### src/rtl/dummy_accelerator_arbiter_pkg.sv
`default_nettype none
// ============================================================================
// dummy_acc_arb_pkg : shared types and helpers for the accelerator arbiter
// Revision: 1.0
// ============================================================================
package dummy_acc_arb_pkg;

  typedef enum logic [1:0] {
    IDLE     = 2'd0,
    ISSUE    = 2'd1,
    WAIT_RSP = 2'd2
  } arb_state_e;

  localparam int MAX_FIELD_W = 64;
  localparam int MAX_BUS_W   = 2048;

  // Extracts field idx of width w from a zero-extended packed requester bus.
  function automatic logic [MAX_FIELD_W-1:0] slice_field(
    input logic [MAX_BUS_W-1:0] bus,
    input int unsigned          idx,
    input int unsigned          w
  );
    logic [MAX_BUS_W-1:0] shifted;
    shifted = bus >> (idx * w);
    return shifted[MAX_FIELD_W-1:0] & ({MAX_FIELD_W{1'b1}} >> (MAX_FIELD_W - w));
  endfunction

endpackage
`default_nettype wire

### src/rtl/dummy_accelerator_arbiter_if.sv
`default_nettype none
// ============================================================================
// dummy_accelerator_arbiter_if : requester, accelerator and status signals
// Revision: 1.0
// ============================================================================
interface dummy_accelerator_arbiter_if #(
  parameter int N_REQ     = 4,
  parameter int WIDTH     = 32,
  parameter int IMM_WIDTH = 11,
  parameter int TAG_WIDTH = 5
);
  localparam int IDX_WIDTH = $clog2(N_REQ);

  logic                       flush_i;
  logic [N_REQ-1:0]           req_valid_i;
  logic [N_REQ-1:0]           req_ready_o;
  logic [N_REQ*WIDTH-1:0]     req_rs1_i;
  logic [N_REQ*IMM_WIDTH-1:0] req_imm_i;
  logic [N_REQ*TAG_WIDTH-1:0] req_tag_i;
  logic [N_REQ-1:0]           rsp_valid_o;
  logic [N_REQ-1:0]           rsp_ready_i;
  logic [WIDTH-1:0]           rsp_result_o;
  logic [TAG_WIDTH-1:0]       rsp_tag_o;
  logic                       acc_flush_o;
  logic                       acc_valid_o;
  logic                       acc_ready_i;
  logic [WIDTH-1:0]           acc_rs1_o;
  logic [IMM_WIDTH-1:0]       acc_imm_o;
  logic [TAG_WIDTH-1:0]       acc_tag_o;
  logic                       acc_valid_i;
  logic                       acc_ready_o;
  logic [WIDTH-1:0]           acc_result_i;
  logic [TAG_WIDTH-1:0]       acc_tag_i;
  logic                       busy_o;
  logic [IDX_WIDTH-1:0]       owner_o;
  logic                       tag_err_o;

  modport slave (
    input  flush_i, req_valid_i, req_rs1_i, req_imm_i, req_tag_i, rsp_ready_i,
           acc_ready_i, acc_valid_i, acc_result_i, acc_tag_i,
    output req_ready_o, rsp_valid_o, rsp_result_o, rsp_tag_o, acc_flush_o,
           acc_valid_o, acc_rs1_o, acc_imm_o, acc_tag_o, acc_ready_o,
           busy_o, owner_o, tag_err_o
  );

  modport master (
    output flush_i, req_valid_i, req_rs1_i, req_imm_i, req_tag_i, rsp_ready_i,
           acc_ready_i, acc_valid_i, acc_result_i, acc_tag_i,
    input  req_ready_o, rsp_valid_o, rsp_result_o, rsp_tag_o, acc_flush_o,
           acc_valid_o, acc_rs1_o, acc_imm_o, acc_tag_o, acc_ready_o,
           busy_o, owner_o, tag_err_o
  );

endinterface
`default_nettype wire

### src/rtl/dummy_acc_rr_pick.sv
`default_nettype none
// ============================================================================
// dummy_acc_rr_pick : combinational round-robin pick starting at ptr
// Revision: 1.0
// ============================================================================
module dummy_acc_rr_pick #(
  parameter int N_REQ     = 4,
  parameter int IDX_WIDTH = $clog2(N_REQ)
) (
  input  logic [N_REQ-1:0]     req,
  input  logic [IDX_WIDTH-1:0] ptr,
  output logic [N_REQ-1:0]     gnt,
  output logic [IDX_WIDTH-1:0] idx,
  output logic                 any_valid
);

  always_comb begin
    int cand;
    cand      = 0;
    gnt       = '0;
    idx       = '0;
    any_valid = 1'b0;
    for (int off = 0; off < N_REQ; off++) begin
      // Explicit wrap keeps non-power-of-two requester counts correct.
      cand = int'(ptr) + off;
      if (cand >= N_REQ) begin
        cand = cand - N_REQ;
      end
      if (!any_valid && req[cand]) begin
        any_valid = 1'b1;
        gnt[cand] = 1'b1;
        idx       = IDX_WIDTH'(cand);
      end
    end
  end

endmodule
`default_nettype wire

### src/rtl/dummy_accelerator_arbiter.sv
`default_nettype none
// ============================================================================
// dummy_accelerator_arbiter : round-robin sharing of one accelerator, one op in flight
// Revision: 1.0
// ============================================================================
module dummy_accelerator_arbiter
  import dummy_acc_arb_pkg::*;
#(
  parameter int N_REQ     = 4,
  parameter int WIDTH     = 32,
  parameter int IMM_WIDTH = 11,
  parameter int TAG_WIDTH = 5
) (
  input  logic                        clk_i,
  input  logic                        rst_ni,
  dummy_accelerator_arbiter_if.slave  bus
);

  localparam int IDX_WIDTH = $clog2(N_REQ);

  arb_state_e           state;
  logic [IDX_WIDTH-1:0] rr_ptr;
  logic [IDX_WIDTH-1:0] owner;
  logic [WIDTH-1:0]     rs1_lat;
  logic [IMM_WIDTH-1:0] imm_lat;
  logic [TAG_WIDTH-1:0] tag_lat;
  logic                 tag_err;

  logic [N_REQ-1:0]     win_gnt;
  logic [IDX_WIDTH-1:0] win_idx;
  logic                 any_valid;
  logic [WIDTH-1:0]     win_rs1;
  logic [IMM_WIDTH-1:0] win_imm;
  logic [TAG_WIDTH-1:0] win_tag;
  logic [IDX_WIDTH-1:0] next_ptr;
  logic                 rsp_hs;

  dummy_acc_rr_pick #(
    .N_REQ     (N_REQ),
    .IDX_WIDTH (IDX_WIDTH)
  ) u_pick (
    .req       (bus.req_valid_i),
    .ptr       (rr_ptr),
    .gnt       (win_gnt),
    .idx       (win_idx),
    .any_valid (any_valid)
  );

  assign win_rs1 = WIDTH'(slice_field(MAX_BUS_W'(bus.req_rs1_i), 32'(win_idx), WIDTH));
  assign win_imm = IMM_WIDTH'(slice_field(MAX_BUS_W'(bus.req_imm_i), 32'(win_idx), IMM_WIDTH));
  assign win_tag = TAG_WIDTH'(slice_field(MAX_BUS_W'(bus.req_tag_i), 32'(win_idx), TAG_WIDTH));

  assign next_ptr = (owner == IDX_WIDTH'(N_REQ - 1)) ? '0 : owner + 1'b1;
  assign rsp_hs   = (state == WAIT_RSP) && !bus.flush_i && bus.acc_valid_i
                    && bus.rsp_ready_i[owner];

  always_ff @(posedge clk_i or negedge rst_ni) begin
    if (!rst_ni) begin
      state   <= IDLE;
      rr_ptr  <= '0;
      owner   <= '0;
      rs1_lat <= '0;
      imm_lat <= '0;
      tag_lat <= '0;
      tag_err <= 1'b0;
    end else if (bus.flush_i) begin
      // Abort keeps fairness pointer and the sticky error intact.
      state   <= IDLE;
      owner   <= '0;
      rs1_lat <= '0;
      imm_lat <= '0;
      tag_lat <= '0;
    end else begin
      case (state)
        IDLE: begin
          if (any_valid) begin
            rs1_lat <= win_rs1;
            imm_lat <= win_imm;
            tag_lat <= win_tag;
            owner   <= win_idx;
            state   <= ISSUE;
          end
        end
        ISSUE: begin
          if (bus.acc_ready_i) begin
            state <= WAIT_RSP;
          end
        end
        WAIT_RSP: begin
          if (rsp_hs) begin
            state  <= IDLE;
            rr_ptr <= next_ptr;
            if (bus.acc_tag_i != tag_lat) begin
              tag_err <= 1'b1;
            end
          end
        end
        default: state <= IDLE;
      endcase
    end
  end

  always_comb begin
    bus.rsp_valid_o = '0;
    if ((state == WAIT_RSP) && !bus.flush_i) begin
      bus.rsp_valid_o[owner] = bus.acc_valid_i;
    end
  end

  assign bus.req_ready_o  = ((state == IDLE) && !bus.flush_i) ? win_gnt : '0;
  assign bus.acc_ready_o  = (state == WAIT_RSP) && !bus.flush_i && bus.rsp_ready_i[owner];
  assign bus.rsp_result_o = bus.acc_result_i;
  assign bus.rsp_tag_o    = bus.acc_tag_i;
  assign bus.acc_flush_o  = bus.flush_i;
  assign bus.acc_valid_o  = (state == ISSUE);
  assign bus.acc_rs1_o    = rs1_lat;
  assign bus.acc_imm_o    = imm_lat;
  assign bus.acc_tag_o    = tag_lat;
  assign bus.busy_o       = (state != IDLE);
  assign bus.owner_o      = owner;
  assign bus.tag_err_o    = tag_err;

endmodule
`default_nettype wire

### src/flat_wrapper.sv
// flat-port wrapper written by rule: the top's interface ports become plain ports
module dummy_accelerator_arbiter_flat import dummy_acc_arb_pkg::*;
#(
  parameter int N_REQ     = 4,
  parameter int WIDTH     = 32,
  parameter int IMM_WIDTH = 11,
  parameter int TAG_WIDTH = 5
)
  (clk_i, rst_ni, bus_flush_i, bus_req_valid_i, bus_req_rs1_i, bus_req_imm_i, bus_req_tag_i, bus_rsp_ready_i, bus_acc_ready_i, bus_acc_valid_i, bus_acc_result_i, bus_acc_tag_i, bus_req_ready_o, bus_rsp_valid_o, bus_rsp_result_o, bus_rsp_tag_o, bus_acc_flush_o, bus_acc_valid_o, bus_acc_rs1_o, bus_acc_imm_o, bus_acc_tag_o, bus_acc_ready_o, bus_busy_o, bus_owner_o, bus_tag_err_o);
  dummy_accelerator_arbiter_if #(.N_REQ(N_REQ), .WIDTH(WIDTH), .IMM_WIDTH(IMM_WIDTH), .TAG_WIDTH(TAG_WIDTH)) bus_i ();
  input  logic clk_i;
  input  logic rst_ni;
  input wire logic [$bits(bus_i.flush_i)-1:0] bus_flush_i;
  input wire logic [$bits(bus_i.req_valid_i)-1:0] bus_req_valid_i;
  input wire logic [$bits(bus_i.req_rs1_i)-1:0] bus_req_rs1_i;
  input wire logic [$bits(bus_i.req_imm_i)-1:0] bus_req_imm_i;
  input wire logic [$bits(bus_i.req_tag_i)-1:0] bus_req_tag_i;
  input wire logic [$bits(bus_i.rsp_ready_i)-1:0] bus_rsp_ready_i;
  input wire logic [$bits(bus_i.acc_ready_i)-1:0] bus_acc_ready_i;
  input wire logic [$bits(bus_i.acc_valid_i)-1:0] bus_acc_valid_i;
  input wire logic [$bits(bus_i.acc_result_i)-1:0] bus_acc_result_i;
  input wire logic [$bits(bus_i.acc_tag_i)-1:0] bus_acc_tag_i;
  output wire logic [$bits(bus_i.req_ready_o)-1:0] bus_req_ready_o;
  output wire logic [$bits(bus_i.rsp_valid_o)-1:0] bus_rsp_valid_o;
  output wire logic [$bits(bus_i.rsp_result_o)-1:0] bus_rsp_result_o;
  output wire logic [$bits(bus_i.rsp_tag_o)-1:0] bus_rsp_tag_o;
  output wire logic [$bits(bus_i.acc_flush_o)-1:0] bus_acc_flush_o;
  output wire logic [$bits(bus_i.acc_valid_o)-1:0] bus_acc_valid_o;
  output wire logic [$bits(bus_i.acc_rs1_o)-1:0] bus_acc_rs1_o;
  output wire logic [$bits(bus_i.acc_imm_o)-1:0] bus_acc_imm_o;
  output wire logic [$bits(bus_i.acc_tag_o)-1:0] bus_acc_tag_o;
  output wire logic [$bits(bus_i.acc_ready_o)-1:0] bus_acc_ready_o;
  output wire logic [$bits(bus_i.busy_o)-1:0] bus_busy_o;
  output wire logic [$bits(bus_i.owner_o)-1:0] bus_owner_o;
  output wire logic [$bits(bus_i.tag_err_o)-1:0] bus_tag_err_o;
  assign bus_i.flush_i = bus_flush_i;
  assign bus_i.req_valid_i = bus_req_valid_i;
  assign bus_i.req_rs1_i = bus_req_rs1_i;
  assign bus_i.req_imm_i = bus_req_imm_i;
  assign bus_i.req_tag_i = bus_req_tag_i;
  assign bus_i.rsp_ready_i = bus_rsp_ready_i;
  assign bus_i.acc_ready_i = bus_acc_ready_i;
  assign bus_i.acc_valid_i = bus_acc_valid_i;
  assign bus_i.acc_result_i = bus_acc_result_i;
  assign bus_i.acc_tag_i = bus_acc_tag_i;
  assign bus_req_ready_o = bus_i.req_ready_o;
  assign bus_rsp_valid_o = bus_i.rsp_valid_o;
  assign bus_rsp_result_o = bus_i.rsp_result_o;
  assign bus_rsp_tag_o = bus_i.rsp_tag_o;
  assign bus_acc_flush_o = bus_i.acc_flush_o;
  assign bus_acc_valid_o = bus_i.acc_valid_o;
  assign bus_acc_rs1_o = bus_i.acc_rs1_o;
  assign bus_acc_imm_o = bus_i.acc_imm_o;
  assign bus_acc_tag_o = bus_i.acc_tag_o;
  assign bus_acc_ready_o = bus_i.acc_ready_o;
  assign bus_busy_o = bus_i.busy_o;
  assign bus_owner_o = bus_i.owner_o;
  assign bus_tag_err_o = bus_i.tag_err_o;
  dummy_accelerator_arbiter #(.N_REQ(N_REQ), .WIDTH(WIDTH), .IMM_WIDTH(IMM_WIDTH), .TAG_WIDTH(TAG_WIDTH)) u_core (.clk_i(clk_i), .rst_ni(rst_ni), .bus(bus_i));
endmodule
### config.mk
export PLATFORM = sky130hd
export DESIGN_NAME = dummy_accelerator_arbiter_flat
export DESIGN_NICKNAME = d
export VERILOG_FILES = /design/src/rtl/dummy_accelerator_arbiter_pkg.sv /design/src/rtl/dummy_accelerator_arbiter_if.sv /design/src/rtl/dummy_acc_rr_pick.sv /design/src/rtl/dummy_accelerator_arbiter.sv /design/src/flat_wrapper.sv
export SDC_FILE = /design/constraint.sdc
export NUM_CORES = 1
export LEC_CHECK = 0
export BUFFER_PORTS_ARGS = -buffer_cell sky130_fd_sc_hd__buf_2
export CAP_MARGIN = 5
export CORE_AREA = 2 2 132 134
export DETAILED_ROUTE_END_ITERATION = 10
export DIE_AREA = 0 0 134 136
export GPL_ROUTABILITY_DRIVEN = 1
export PLACE_DENSITY = 0.66
export SYNTH_ARGS = -nofsm -noshare
export SYNTH_HDL_FRONTEND = slang
export SYNTH_HIERARCHICAL = 1
export SYNTH_SLANG_ARGS = --single-unit
### constraint.sdc
create_clock -name clk_i -period 4.6 [get_ports clk_i]
set_input_delay 0.23 -clock clk_i [delete_from_list [all_inputs] [get_ports clk_i]]
set_output_delay 0.23 -clock clk_i [all_outputs]
set_load 0.1 [all_outputs]
; ---- After elaboration in Yosys (flattened, before gate mapping)
; Cells that the tools add are included.
[totals]
ff_bits = 55
memories = 0
ram_bits = 0
word_cells = 131
out_inout_bits = 100
rom_bits = 0
latchBits = 0
[op_classes]
div = 0
shifts = 3
bitwise = 5
n_mux = 60
addsub = 8
n_eq_ne = 7
order_cmp = 14
n_mul = 2
n_reduce_logical = 25
[ops]
columns = operator, count
row1 = $mux 32, 7
row2 = $ge 32x1->1 const B, 4
row3 = $lt 32x4->1 const B, 4
row4 = $shr 128x7->32, 1
row5 = $shr 44x6->11, 1
row6 = $mux 11, 3
row7 = $mux 2, 12
row8 = $mux 4, 6
row9 = $shr 20x5->5, 1
row10 = $mux 1, 18
row11 = $mux 5, 3
row12 = $logic_and 1x1->1, 13
row13 = $or 4x4->4, 3
row14 = $sub 3x3->4 const B, 3
row15 = $bmux 1 s2, 5
row16 = $demux 1 s2, 5
row17 = $ge 3x3->1 const B, 3
row18 = $add 2x2->3 const B, 2
row19 = $mul 2x4->6 const B, 1
row20 = $ne 3x2->1 const B, 2
row21 = $pmux 2 s3, 1
row22 = $reduce_and 3->1, 2
row23 = $reduce_bool 2->1, 3
row24 = $mul 2x3->5 const B, 1
row25 = other kinds (16), 20

; ---- Longest topological paths before layout
; Gate-level depths: netlist (run 1).
[logic_depth]
word_depth = 20
depth_mapped = 13

; ---- Cells and area by module
; The synthesis (run 1) kept the hierarchy.
[by_module_without_submodules]
columns = module, instances, cells_per_inst, area_each_um2, seq_area_each_um2
row1 = dummy_accelerator_arbiter, 1, 255, 3616.0, 1376.3
row2 = dummy_acc_rr_pick, 1, 48, 460.4, 0.0

; ---- Worst setup path after synthesis (run 1)
; OpenSTA, ideal clock, no wires.
[synth_timing]
path_type = reg2reg
startpoint = register u_core.rr_ptr[0]
endpoint = register u_core.tag_lat[4] (netlist: u_core/bus.acc_tag_o[4])
synth_period_minus_slack_ns = 3.085
stages_incl_launch_ff = 13
path_buffers = 4
slack_ns = 1.515
arrival_time_ns = 2.963
required_time_ns = 4.478
cell_sequence = dfrtp_1 > buf_6 > inv_1 > ha_1 > mux4_2 > buf_6 > and2b_2 > o21ai_0 > o31ai_1 > buf_6 > buf_2 > mux4_2 > a22o_1
[synth_between]
elab_chain_cells = 20
word_cells_on_any_way = 48
classes_between = 7 x add/sub / 1 x mul / 4 x order compare / 1 x shift / 27 x mux / 8 x reduce/logical
[synth_rtl]
columns = element, line_no
row1 = start: declaration, dummy_accelerator_arbiter.sv:22  ; logic [IDX_WIDTH-1:0] rr_ptr;
row2 = start signal: assignment, dummy_accelerator_arbiter.sv:92  ; rr_ptr <= next_ptr;
row3 = "parallel branches: the longest is 14 deep, another holds $sub 3x3->4", -
row4 = $mux 2 *, dummy_acc_rr_pick.sv:29  ; if (!any_valid && req[cand]) begin
row5 = named net u_core.win_idx[0], dummy_accelerator_arbiter.sv:30  ; logic [IDX_WIDTH-1:0] win_idx;
row6 = $mul 2x3->5 *, dummy_accelerator_arbiter_pkg.sv:24  ; shifted = bus >> (idx * w);
row7 = $shr 20x5->5 *, dummy_accelerator_arbiter_pkg.sv:24
row8 = $mux 5 *, dummy_accelerator_arbiter.sv:76  ; if (any_valid) begin
row9 = $mux 5 *, dummy_accelerator_arbiter.sv:74  ; case (state)
row10 = $mux 5 *, dummy_accelerator_arbiter.sv:66  ; end else if (bus.flush_i) begin
row11 = end signal: assignment, dummy_accelerator_arbiter.sv:79  ; tag_lat <= win_tag;
row12 = end: declaration, dummy_accelerator_arbiter.sv:26  ; logic [TAG_WIDTH-1:0] tag_lat;
; Mark *: on every way through the listed nets, which the timed path passes. The select of a mux whose other input is x is not followed.
; A chain may end at the register's enable or synchronous reset.

; ---- Worst setup path in the final report (run 1)
[layout_timing]
startpoint = register u_core.rr_ptr[1]
endpoint = register u_core.rs1_lat[27] (netlist: u_core/bus.acc_rs1_o[27])
[layout_between]
elab_chain_cells = 19
word_cells_on_any_way = 47
classes_between = 7 x add/sub / 4 x order compare / 1 x shift / 27 x mux / 8 x reduce/logical
[layout_rtl]
columns = element, line_no
row1 = "parallel branches: the longest is 14 deep, another holds $sub 3x3->4", -
row2 = $mux 2 *, dummy_acc_rr_pick.sv:29
row3 = named net u_core.win_idx[1], dummy_accelerator_arbiter.sv:30
row4 = $shr 128x7->32 *, dummy_accelerator_arbiter_pkg.sv:24
row5 = $mux 32 *, dummy_accelerator_arbiter.sv:76
row6 = $mux 32 *, dummy_accelerator_arbiter.sv:74
row7 = $mux 32 *, dummy_accelerator_arbiter.sv:66
row8 = end signal: assignment, dummy_accelerator_arbiter.sv:77  ; rs1_lat <= win_rs1;
row9 = end: declaration, dummy_accelerator_arbiter.sv:24  ; logic [WIDTH-1:0] rs1_lat;
; Marks and branches as above.

==> summary.txt, run 1 <==
Clock tree
  – Post-cts sizing count: 0
  – CTS tree: yes
  – Clock Latency Late Sink: 0.31 ns
  – Max Buffers Root-to-Sink: 2
  – Reg clk slew, reported paths: 0.08 ns
  – CTS Buf Count: 5
  – Root Driver: clkbuf_16
  – H-Tree Depth: 2
  – Postcts setup bufs: 0
  – # clock sinks: 55
  – Post-CTS Hold Buffers: 0

Die
  – # IOs: 342
  – Die width: 134 um
  – Core ar.: 16,900 um^2
  – Die height: 136 um
  – DIE AREA: 18,200 um^2
  – Effective utilization at floorplan: 24.2%
  – Row count: 48

Power
  – Leakage Power: 2.78 nW
  – Total power: 4.61 mW
  – Switching pwr: 2.51 mW
  – Sw Ratio: 54.5%
  – Part of the power in registers: 16.6%
  – VDD IR-drop max: 0.377 mV
  – Clock power frac: 8.8%
  – Internal power: 2.10 mW
  – Combinational Power Share: 74.5%
  – Pwr dens: 831 nW/um^2

Cells and area
  – Commonest non-fill, non-tap cell in the layout: buf_2
  – NumNets Final: 784
  – # fillers: 1,708
  – Area Overhead vs Synth: 36.0%
  – Share of post-route cells with drive strength above 1: 65.9%
  – Most frequent cells in the layout: buf_2 (277), dfrtp_1 (55), mux4_2 (50), a22o_1 (50), ha_1 (12)

Timing
  – Max-slew headroom: 27.4%
  – Fmax: 278 MHz
  – Final setup viols: 0
  – Clk_skew: 0.00750 ns
  – Fin crit share: 78.2%
  – Slew @ Worst Pin: 1.09 ns
  – Fin crit period: 3.60 ns
  – Post-route setup TNS: 0 ns
  – Unrepaired setup endpoints after global routing: no
  – Final Hold Viols: 0
  – Max-slew violation count: 0

Global routing
  – Largest net degree at the start of global routing: 56
  – Total gr overflow: 0
  – Total global-route track usage: 14.7%
  – First-pass GRT wire length: 20.4 mm
  – Vias in the first global route: 3,743
  – Initial antenna violation count: 1

Status
  – Status: complete, no violations

Min path
  – Hold WC Path Type: primary input to asynchronous set/reset pin

Worst setup path
  – CP startpoint: u_core/rr_ptr[1]
  – WP data arrival: 3.80 ns
  – FF-to-FF Start: u_core/rr_ptr[1]
  – Startpoint Class: flop
  – Critical path type: flop to flop
  – Worst r2r path cells: 8
  – CP endpoint kind: flop
  – Critical path fanouts, max: 27
  – WP data required: 4.80 ns

Synth
  – FFs w/ async S/R, synth: 100%
  – Library cells used by synthesis: 35
  – Mapped Area: 4080 um^2
  – Yosys top cell area share: 33.8%
  – Post-synthesis sequential area ratio: 33.8%
  – Syn nets: 557
  – Main synth FF type: dfrtp_1
  – Number of synthesized register bits: 55
  – Avg Synthesized Cell Area: 13.5 um^2
  – Largest area contributor in the netlist: dfrtp_1
  – Post-synth EDFFs: 0
  – Syn Inst Count: 303
  – Top post-synthesis cells by area: dfrtp_1 (34%), mux4_2 (28%), a22o_1 (11%)
  – Number of synthesis warnings: 6

Placed design
  – IO Port Bufs: 277
  – DP Wirelength: 11.0 mm
  – GP Congestion: 0.824

Detailed routing
  – Via total after detailed routing: 3,601
  – Via density per instance: 4.76
  – Routed wire per std cell: 18.1 um
  – Initial DRC Count: 112
  – Routed wire length: 13.7 mm
  – DRC errors left: 0
  – Post-route ant nets: 0
  – Detailed Routing Iterations Pass 1: 4

Job
  – Max-cap violations: 0
[worst max-delay path: stages (launching register included)]
cell and delay (ns):
dfrtp_1 0.57, inv_1 0.18, ha_1 0.38, mux4_2 0.45, o311ai_0 0.38, a32o_2 0.67, buf_12 0.28, mux4_2 0.32
a22o_1 0.23
[kinds of logic (layout without fill, tap and decap cells)]
kind of cell             after synthesis  count (layout)  share of synthesized area, %
AO/OA/AOI/OAI                         73              73                          14.5
other                                  0               1                             0
AND/OR/NAND/NOR                       30              30                          4.42
multiplexers                          58              58                          30.9
flip-flops                            55              55                          33.8
XOR/XNOR                               5               5                          1.07
buffers and inverters                 70             298                          11.6
adder cells (fa/ha/maj)               12              12                          3.68
[synthesized netlist by cell type, types with 3 or more instances]
library cell  instances
buf_6                 3
o21ai_0               5
buf_4                38
ha_1                 12
mux4_1                3
dfrtp_1              55
xnor2_1               3
mux2_2                4
clkbuf_1              9
nor2_1                7
mux4_2               50
buf_2                11
inv_1                 7
a22o_1               50
a21oi_1               4
and2_1                9
nor3_1                3
a22oi_1               8
[area by class of cell]
class | instances | area (um^2) | share of cell area (%)
Sequential cell | 55 | 1380 | 24.8
Clock inverter | 2 | 17.5 | 0.316
Multi-Input combinational cell | 178 | 2250 | 40.7
Antenna cell | 1 | 2.50 | 0.0451
Clock buffer | 6 | 129 | 2.33
Timing Repair Buffer | 283 | 1460 | 26.3
Inverter | 7 | 26.3 | 0.474
Tap cell | 225 | 282 | 5.08
[power by group through the flow]
stage | combinational [mW] | clock, mW | sequential, mW
6_report | 3.43 | 0.406 | 0.766
5_1_grt | 3.64 | 0.440 | 0.793
4_1_cts | 3.47 | 0.423 | 0.769
3_5_place_dp | 3.48 | 0 | 0.774
3_3_place_gp | 3.41 | 0 | 0.775
2_1_floorplan | 2.06 | 0 | 1.76
[per-stage QoR]
stage          setup WS (ns)  instances  utilization [%]  instance area (um^2)  hold slack [ns]
4_1_cts                 1.01        756             32.8                  5540            0.105
2_1_floorplan           1.52        303                -                  4080          -0.0656
6_report                1.00        757             32.8                  5540           0.0690
3_3_place_gp            1.15        748             32.0                  5390            0.433
3_5_place_dp            1.02        748             32.0                  5390            0.446
5_1_grt                0.784        757             32.8                  5540            0.129
[per-layer routing]
layer	track usage, %	share of wire (%)	up-vias
met5	0	0	-
met1	16.9	37	1722
met4	5.44	2.9	0
met3	4.18	8.8	21
li1	-	-	1621
met2	26.0	51	237
[sequential cells by signal (all words and copies together) (netlist names)]
signal / cells
u_core/bus.acc_tag_o: 5
u_core/bus.acc_rs1_o: 32
u_core/state: 2
u_core/rr_ptr: 2
u_core/bus.tag_err_o: 1
u_core/bus.owner_o: 2
u_core/bus.acc_imm_o: 11
[worst paths after layout]
check	endpoint	slack, ns
max	u_core/bus.acc_rs1_o[27]	1.00
min	u_core/bus.acc_rs1_o[19]	0.07
max reg2reg	u_core/bus.acc_rs1_o[27]	1.00
min reg2reg	u_core/bus.tag_err_o	0.49
max in group asynchronous	u_core/bus.acc_rs1_o[12]	4.01
min in group clk_i	u_core/state[1]	0.20
No activity file was read; power rests on OpenSTA's default activity.
==> run 2: changes to the inputs <==
Settings changed: CORE_AREA 2 2 132 134 to 2 2 133 135, DIE_AREA 0 0 134 136 to 0 0 135 137, PLACE_DENSITY 0.66 to 0.65.
Clock period 4.6 ns to 3.68 ns, I/O delays scaled along.
==> summary.txt, run 2 (synthesis results as in run 1) <==
Global routing
  – Total gr overflow: 0 (unchanged)
  – Total global-route track usage: 14.6% (-0.059 points)
  – Largest net degree at the start of global routing: 52 (-7.1%)
  – Initial antenna violation count: 0 (-1)
  – Vias in the first global route: 3,660 (-2.2%)
  – First-pass GRT wire length: 20.3 mm (-0.54%)

Timing
  – Fin crit period: 3.35 ns (-0.247 ns)
  – Fmax: 298 MHz (+7.4%)
  – Slew @ Worst Pin: 1.15 ns (+0.0566 ns)
  – Post-route setup TNS: 0 ns (unchanged)
  – Fin crit share: 91.1% (+13 points)
  – Final Hold Viols: 0 (unchanged)
  – Worst hold margin: 0.154 ns (+0.0850 ns)
  – Unrepaired setup endpoints after global routing: no
  – Max-slew headroom: 23.7% (-3.8 points)
  – Final setup viols: 0 (unchanged)
  – Clk_skew: 0.00678 ns (-0.000726 ns)
  – Max-slew violation count: 0 (unchanged)

Cells and area
  – Area Overhead vs Synth: 36.5%
  – Share of post-route cells with drive strength above 1: 65.9% (about the same)
  – Commonest non-fill, non-tap cell in the layout: buf_2
  – NumNets Final: 787 (+0.38%)
  – Final Cell Area: 5560 um^2 (+0.38%)
  – Most frequent cells in the layout: buf_2 (277), dfrtp_1 (55), mux4_2 (50), a22o_1 (50), ha_1 (12)
  – Max reg flops: 32 (unchanged)
  – Final core occ: 32.6% (-0.22 points)
  – Ant. Diodes: 0 (-1)

Power
  – Pwr dens: 1050 nW/um^2 (+26%)
  – Part of the power in registers: 16.4% (-0.2 points)
  – Internal power: 2.66 mW (+27%)
  – Switching pwr: 3.18 mW (+26%)
  – Combinational Power Share: 75.0% (+0.5 points)
  – Total power: 5.83 mW (+27%)
  – Clock power frac: 8.6% (-0.2 points)
  – VDD IR-drop max: 0.524 mV (+39%)
  – Sw Ratio: 54.5% (about the same)
  – Leakage Power: 2.79 nW (+0.43%)

Detailed routing
  – Routed wire per std cell: 19.2 um (+5.9%)
  – Routed wire length: 14.6 mm (+6.1%)
  – Via density per instance: 4.81 (+1.0%)
  – DRC errors left: 0 (unchanged)
  – Detailed Routing Iterations Pass 1: 4 (unchanged)
  – Post-route ant nets: 0 (unchanged)
  – Initial DRC Count: 152 (+36%)
  – Via total after detailed routing: 3,647 (+1.3%)

Clock tree
  – Post-cts sizing count: 0 (unchanged)
  – # clock sinks: 55 (unchanged)
  – Postcts setup bufs: 0 (unchanged)
  – CTS tree: yes
  – H-Tree Depth: 2 (unchanged)
  – Clock Latency Late Sink: 0.30 ns (about the same)
  – CTS Buf Count: 5 (unchanged)
  – Root Driver: clkbuf_16
  – Reg clk slew, reported paths: 0.08 ns (about the same)
  – Max Buffers Root-to-Sink: 2 (unchanged)

Status
  – Status: complete, no violations

Worst setup path
  – CP endpoint kind: flop
  – CP bufs+invs: 2 (unchanged)
  – WP data arrival: 3.55 ns (-0.25 ns)
  – Critical path fanouts, max: 25 (-7.4%)
  – Top cell by count, worst path: mux4_2
  – Startpoint Class: flop
  – WP data required: 3.88 ns (-0.92 ns)
  – Critical path, cell by cell: inv_1, ha_1, mux4_2, and2b_2, o21ai_0, o31ai_4, buf_12, mux4_2, a22o_1
  – Top Family by Delay on Critical Path: multiplexers
  – Slowest CP cell: dfrtp_1
  – Delay of the slowest cell on the worst path: 0.58 ns (-0.09 ns)
  – Critical path type: flop to flop

Placed design
  – DP Wirelength: 11.7 mm (+6.2%)
  – IO Port Bufs: 277 (unchanged)
  – Post-placement cell area: 5410 um^2 (+0.28%)
  – GP Congestion: 0.804 (-2.5%)

Die
  – Effective utilization at floorplan: 23.9% (-0.26 points)
  – # IOs: 342 (unchanged)
  – Die height: 137 um (+0.74%)
  – DIE AREA: 18,500 um^2 (+1.5%)
  – Die width: 135 um (+0.75%)
  – Row count: 48 (unchanged)
  – Core ar.: 17,100 um^2 (+1.1%)

Min path
  – Hold WC Path Type: primary input to flop

Job
  – Max-cap violations: 0 (unchanged)
## run 2: metal layers
layer  part of all wire (%)  track usage [%]  vias to the layer above
met3                    8.3             3.48                        9
li1                       -                -                     1633
met2                     51             25.6                      215
met4                    1.1             3.76                        0
met5                      0                0                        -
met1                     39             18.1                     1790
## run 2: worst min-delay path, stage by stage
cell and delay, ns:
buf_2 0.09, a21oi_1 0.06, nor2_1 0.08
## run 2: power groups by stage
stage | Combinational, mW | Clock, mW | Sequential (mW)
CTS | 4.41 | 0.530 | 0.958
finish | 4.37 | 0.504 | 0.956
global route | 4.61 | 0.551 | 0.988
floorplan | 2.57 | 0 | 2.20
global placement | 4.34 | 0 | 0.965
detailed placement | 4.42 | 0 | 0.962
## run 2: repair_timing
item	4_1_cts	5_1_grt
hold endpoints to repair	21	0
setup endpoints to repair	0	0
hold buffers	1	0
## run 2: worst paths after layout
check                                           from                        to  slack (ns)  depth (start not counted)
worst min-delay path                 bus_acc_ready_i           u_core/state[1]        0.15                          3
max in group asynchronous                     rst_ni  u_core/bus.acc_rs1_o[15]        2.36                          3
min in group asynchronous                     rst_ni  u_core/bus.acc_rs1_o[20]        0.42                          2
worst max-delay path                u_core/rr_ptr[1]  u_core/bus.acc_rs1_o[27]        0.33                          9
worst min register to register  u_core/bus.tag_err_o      u_core/bus.tag_err_o        0.48                          1
worst max register to register      u_core/rr_ptr[1]  u_core/bus.acc_rs1_o[27]        0.33                          9
## run 2: layout make-up
| type | count | area [um^2] |
|---|---|---|
| clock buffer | 6 | 129 |
| clock inverter | 2 | 16.3 |
| fill | 1765 | 11500 |
| inverter | 7 | 26.3 |
| multi-input combinational | 178 | 2250 |
| sequential | 55 | 1380 |
| tap | 225 | 282 |
| timing repair buffer | 286 | 1480 |
## run 2: through the flow
stage	cells	setup WS (ns)
4_1_cts	759	0.354
3_5_place_dp	750	0.354
5_1_grt	759	0.205
2_1_floorplan	303	0.595
3_3_place_gp	750	0.476
6_report	759	0.329
==> run 3: changes to the inputs <==
Settings changed: CORE_AREA 2 2 133 135 to 2 2 132 134, DIE_AREA 0 0 135 137 to 0 0 134 136, PLACE_DENSITY 0.65 to 0.66.
Clock period 3.68 ns to 4.2 ns, I/O delays scaled along.
==> summary.txt, run 3 (synthesis results as in run 1) <==
Worst setup path
  – Delay of the slowest cell on the worst path: 0.66 ns (+0.08 ns)
  – CP bufs+invs: 2 (unchanged)
  – Worst r2r path cells: 8 (-1)
  – FF-to-FF Start: u_core/rr_ptr[1]
  – Worst reg2reg path endpoint: u_core/bus.acc_rs1_o[27]
  – Critical path type: flop to flop
  – Top Family by Delay on Critical Path: compound AO/OA/AOI/OAI gates
  – Slowest CP cell: a32o_2
  – WP data required: 4.40 ns (+0.52 ns)
  – CP startpoint: u_core/rr_ptr[1]
  – WP data arrival: 3.79 ns (+0.24 ns)
  – FF-to-FF setup slack: 0.60 ns (+0.28 ns)
  – Stages on worst setup path: 8 (-1)
  – Critical path fanouts, max: 27 (+8.0%)
  – Top cell by count, worst path: mux4_2
  – Startpoint Class: flop
  – Critical path, cell by cell: inv_1, ha_1, mux4_2, o311ai_0, a32o_2, buf_12, mux4_2, a22o_1
  – CP Capture Point: u_core/bus.acc_rs1_o[27]
  – CP endpoint kind: flop

Status
  – Status: complete, no violations

Cells and area
  – Most frequent cells in the layout: buf_2 (277), dfrtp_1 (55), mux4_2 (50), a22o_1 (50), ha_1 (12)
  – Commonest non-fill, non-tap cell in the layout: buf_2
  – Final Cell Area: 5540 um^2 (-0.45%)
  – Share of post-route cells with drive strength above 1: 66.2% (+0.25 points)
  – Max reg flops: 32 (unchanged)
  – NumNets Final: 785 (-0.25%)
  – Area Overhead vs Synth: 35.9%

Global routing
  – Total global-route track usage: 14.4% (-0.17 points)
  – M1 GR Usage: 16.2% (-1.9 points)
  – Vias in the first global route: 3,740 (+2.2%)
  – Met3 usage: 4.14% (+0.66 points)
  – First-pass GRT wire length: 20.1 mm (-0.85%)
  – Initial antenna violation count: 1 (+1)
  – M2 GR Usage: 26.5% (+0.86 points)
  – GRT busiest layer: met2
  – Largest net degree at the start of global routing: 56 (+7.7%)
  – Total gr overflow: 0 (unchanged)

Power
  – VDD IR-drop max: 0.382 mV (-27%)
  – Leakage Power: 2.79 nW (-0.24%)
  – Total power: 5.04 mW (-14%)
  – Pwr dens: 910 nW/um^2 (-13%)

Timing
  – Fin crit share: 85.6% (-5.4 points)
  – Final setup viols: 0 (unchanged)
  – Unrepaired setup endpoints after global routing: no
  – Max-slew violation count: 0 (unchanged)
  – Fin crit period: 3.60 ns (+0.245 ns)
  – Final Worst Setup Slack: 0.604 ns (+0.275 ns)
  – Clk_skew: 0.00455 ns (-0.00223 ns)
  – Post-route setup TNS: 0 ns (unchanged)
  – Fmax: 278 MHz (-6.8%)
  – Final Hold Viols: 0 (unchanged)
  – Max-slew headroom: 29.4% (+5.7 points)
  – Slew @ Worst Pin: 1.06 ns (-0.0861 ns)

Die
  – Die width: 134 um (-0.74%)
  – Row count: 48 (unchanged)
  – Core ar.: 16,900 um^2 (-1.1%)
  – Die height: 136 um (-0.73%)
  – # IOs: 342 (unchanged)
  – Effective utilization at floorplan: 24.2% (+0.26 points)
  – DIE AREA: 18,200 um^2 (-1.5%)

Clock tree
  – Postcts setup bufs: 0 (unchanged)
  – CTS Buf Count: 5 (unchanged)
  – # clock sinks: 55 (unchanged)
  – H-Tree Depth: 2 (unchanged)
  – Reg clk slew, reported paths: 0.08 ns (about the same)
  – CTS tree: yes
  – Root Driver: clkbuf_16
  – Max Buffers Root-to-Sink: 2 (unchanged)
  – Post-cts sizing count: 0 (unchanged)
  – Clock Latency Late Sink: 0.31 ns (about the same)
  – Post-CTS Hold Buffers: 0 (-1)

Detailed routing
  – Initial DRC Count: 96 (-37%)
  – Via total after detailed routing: 3,607 (-1.1%)
  – Routed wire length: 13.7 mm (-6.0%)
  – DRC errors left: 0 (unchanged)
  – Routed wire per std cell: 18.1 um (-5.8%)
  – Via density per instance: 4.76 (-0.97%)
  – Post-route ant nets: 0 (unchanged)
  – Detailed Routing Iterations Pass 1: 4 (unchanged)

Job
  – Max-cap violations: 0 (unchanged)

Placed design
  – Place WS: 0.620 ns (+0.266 ns)
  – GP Congestion: 0.797 (-0.85%)
  – DP Wirelength: 11.1 mm (-5.5%)
  – Post-placement cell area: 5390 um^2 (-0.37%)
  – IO Port Bufs: 277 (unchanged)

Min path
  – Hold WC Path Type: primary input to asynchronous set/reset pin
-- run 3: final cells by class --
cell class | count | area (um^2)
sequential | 55 | 1380
timing repair buffer | 284 | 1450
tap | 225 | 282
multi-input combinational | 178 | 2250
antenna | 1 | 2.50
clock inverter | 3 | 22.5
inverter | 7 | 26.3
clock buffer | 5 | 125
fill | 1704 | 11300
-- run 3: worst min path at each step --
stage                       from                       end  slack, ns  cells past startpoint
after CTS                 rst_ni  u_core/bus.acc_rs1_o[25]       0.08                      2
final                     rst_ni  u_core/bus.acc_rs1_o[25]       0.06                      2
after detailed placement  rst_ni  u_core/bus.acc_rs1_o[20]       0.41                      2
after global routing      rst_ni  u_core/bus.acc_rs1_o[25]       0.11                      2
after global placement    rst_ni  u_core/bus.acc_rs1_o[25]       0.41                      2
after floorplan           rst_ni   u_core/bus.acc_imm_o[0]      -0.09                      0
-- run 3: worst reg2reg max path, cell delays in order (launching register included) --
cell      delay (ns)
dfrtp_1         0.57
inv_1           0.18
ha_1            0.40
mux4_2          0.45
o311ai_0        0.37
a32o_2          0.66
buf_12          0.31
mux4_2          0.33
a22o_1          0.23
-- run 3: layer usage --
metal / wire length (um) / vias up / share of wire [%]
met2: 7140 / 221 / 52
li1: - / 1619 / -
met5: 0 / - / 0
met1: 5090 / 1754 / 37
met4: 258 / 0 / 1.9
met3: 1220 / 13 / 8.9
-- run 3: report_power, final --
part           switching (mW)  internal, mW  total, mW
registers               0.134         0.704      0.838
logic                    2.39          1.36       3.75
clock network           0.223         0.226      0.449
-- run 3: per-stage QoR --
stage,hold slack (ns),util (%),std cells
2_1_floorplan,-0.0856,-,303
3_3_place_gp,0.407,31.9,749
3_5_place_dp,0.415,31.9,749
4_1_cts,0.0765,32.8,757
5_1_grt,0.111,32.8,758
6_report,0.0567,32.8,758
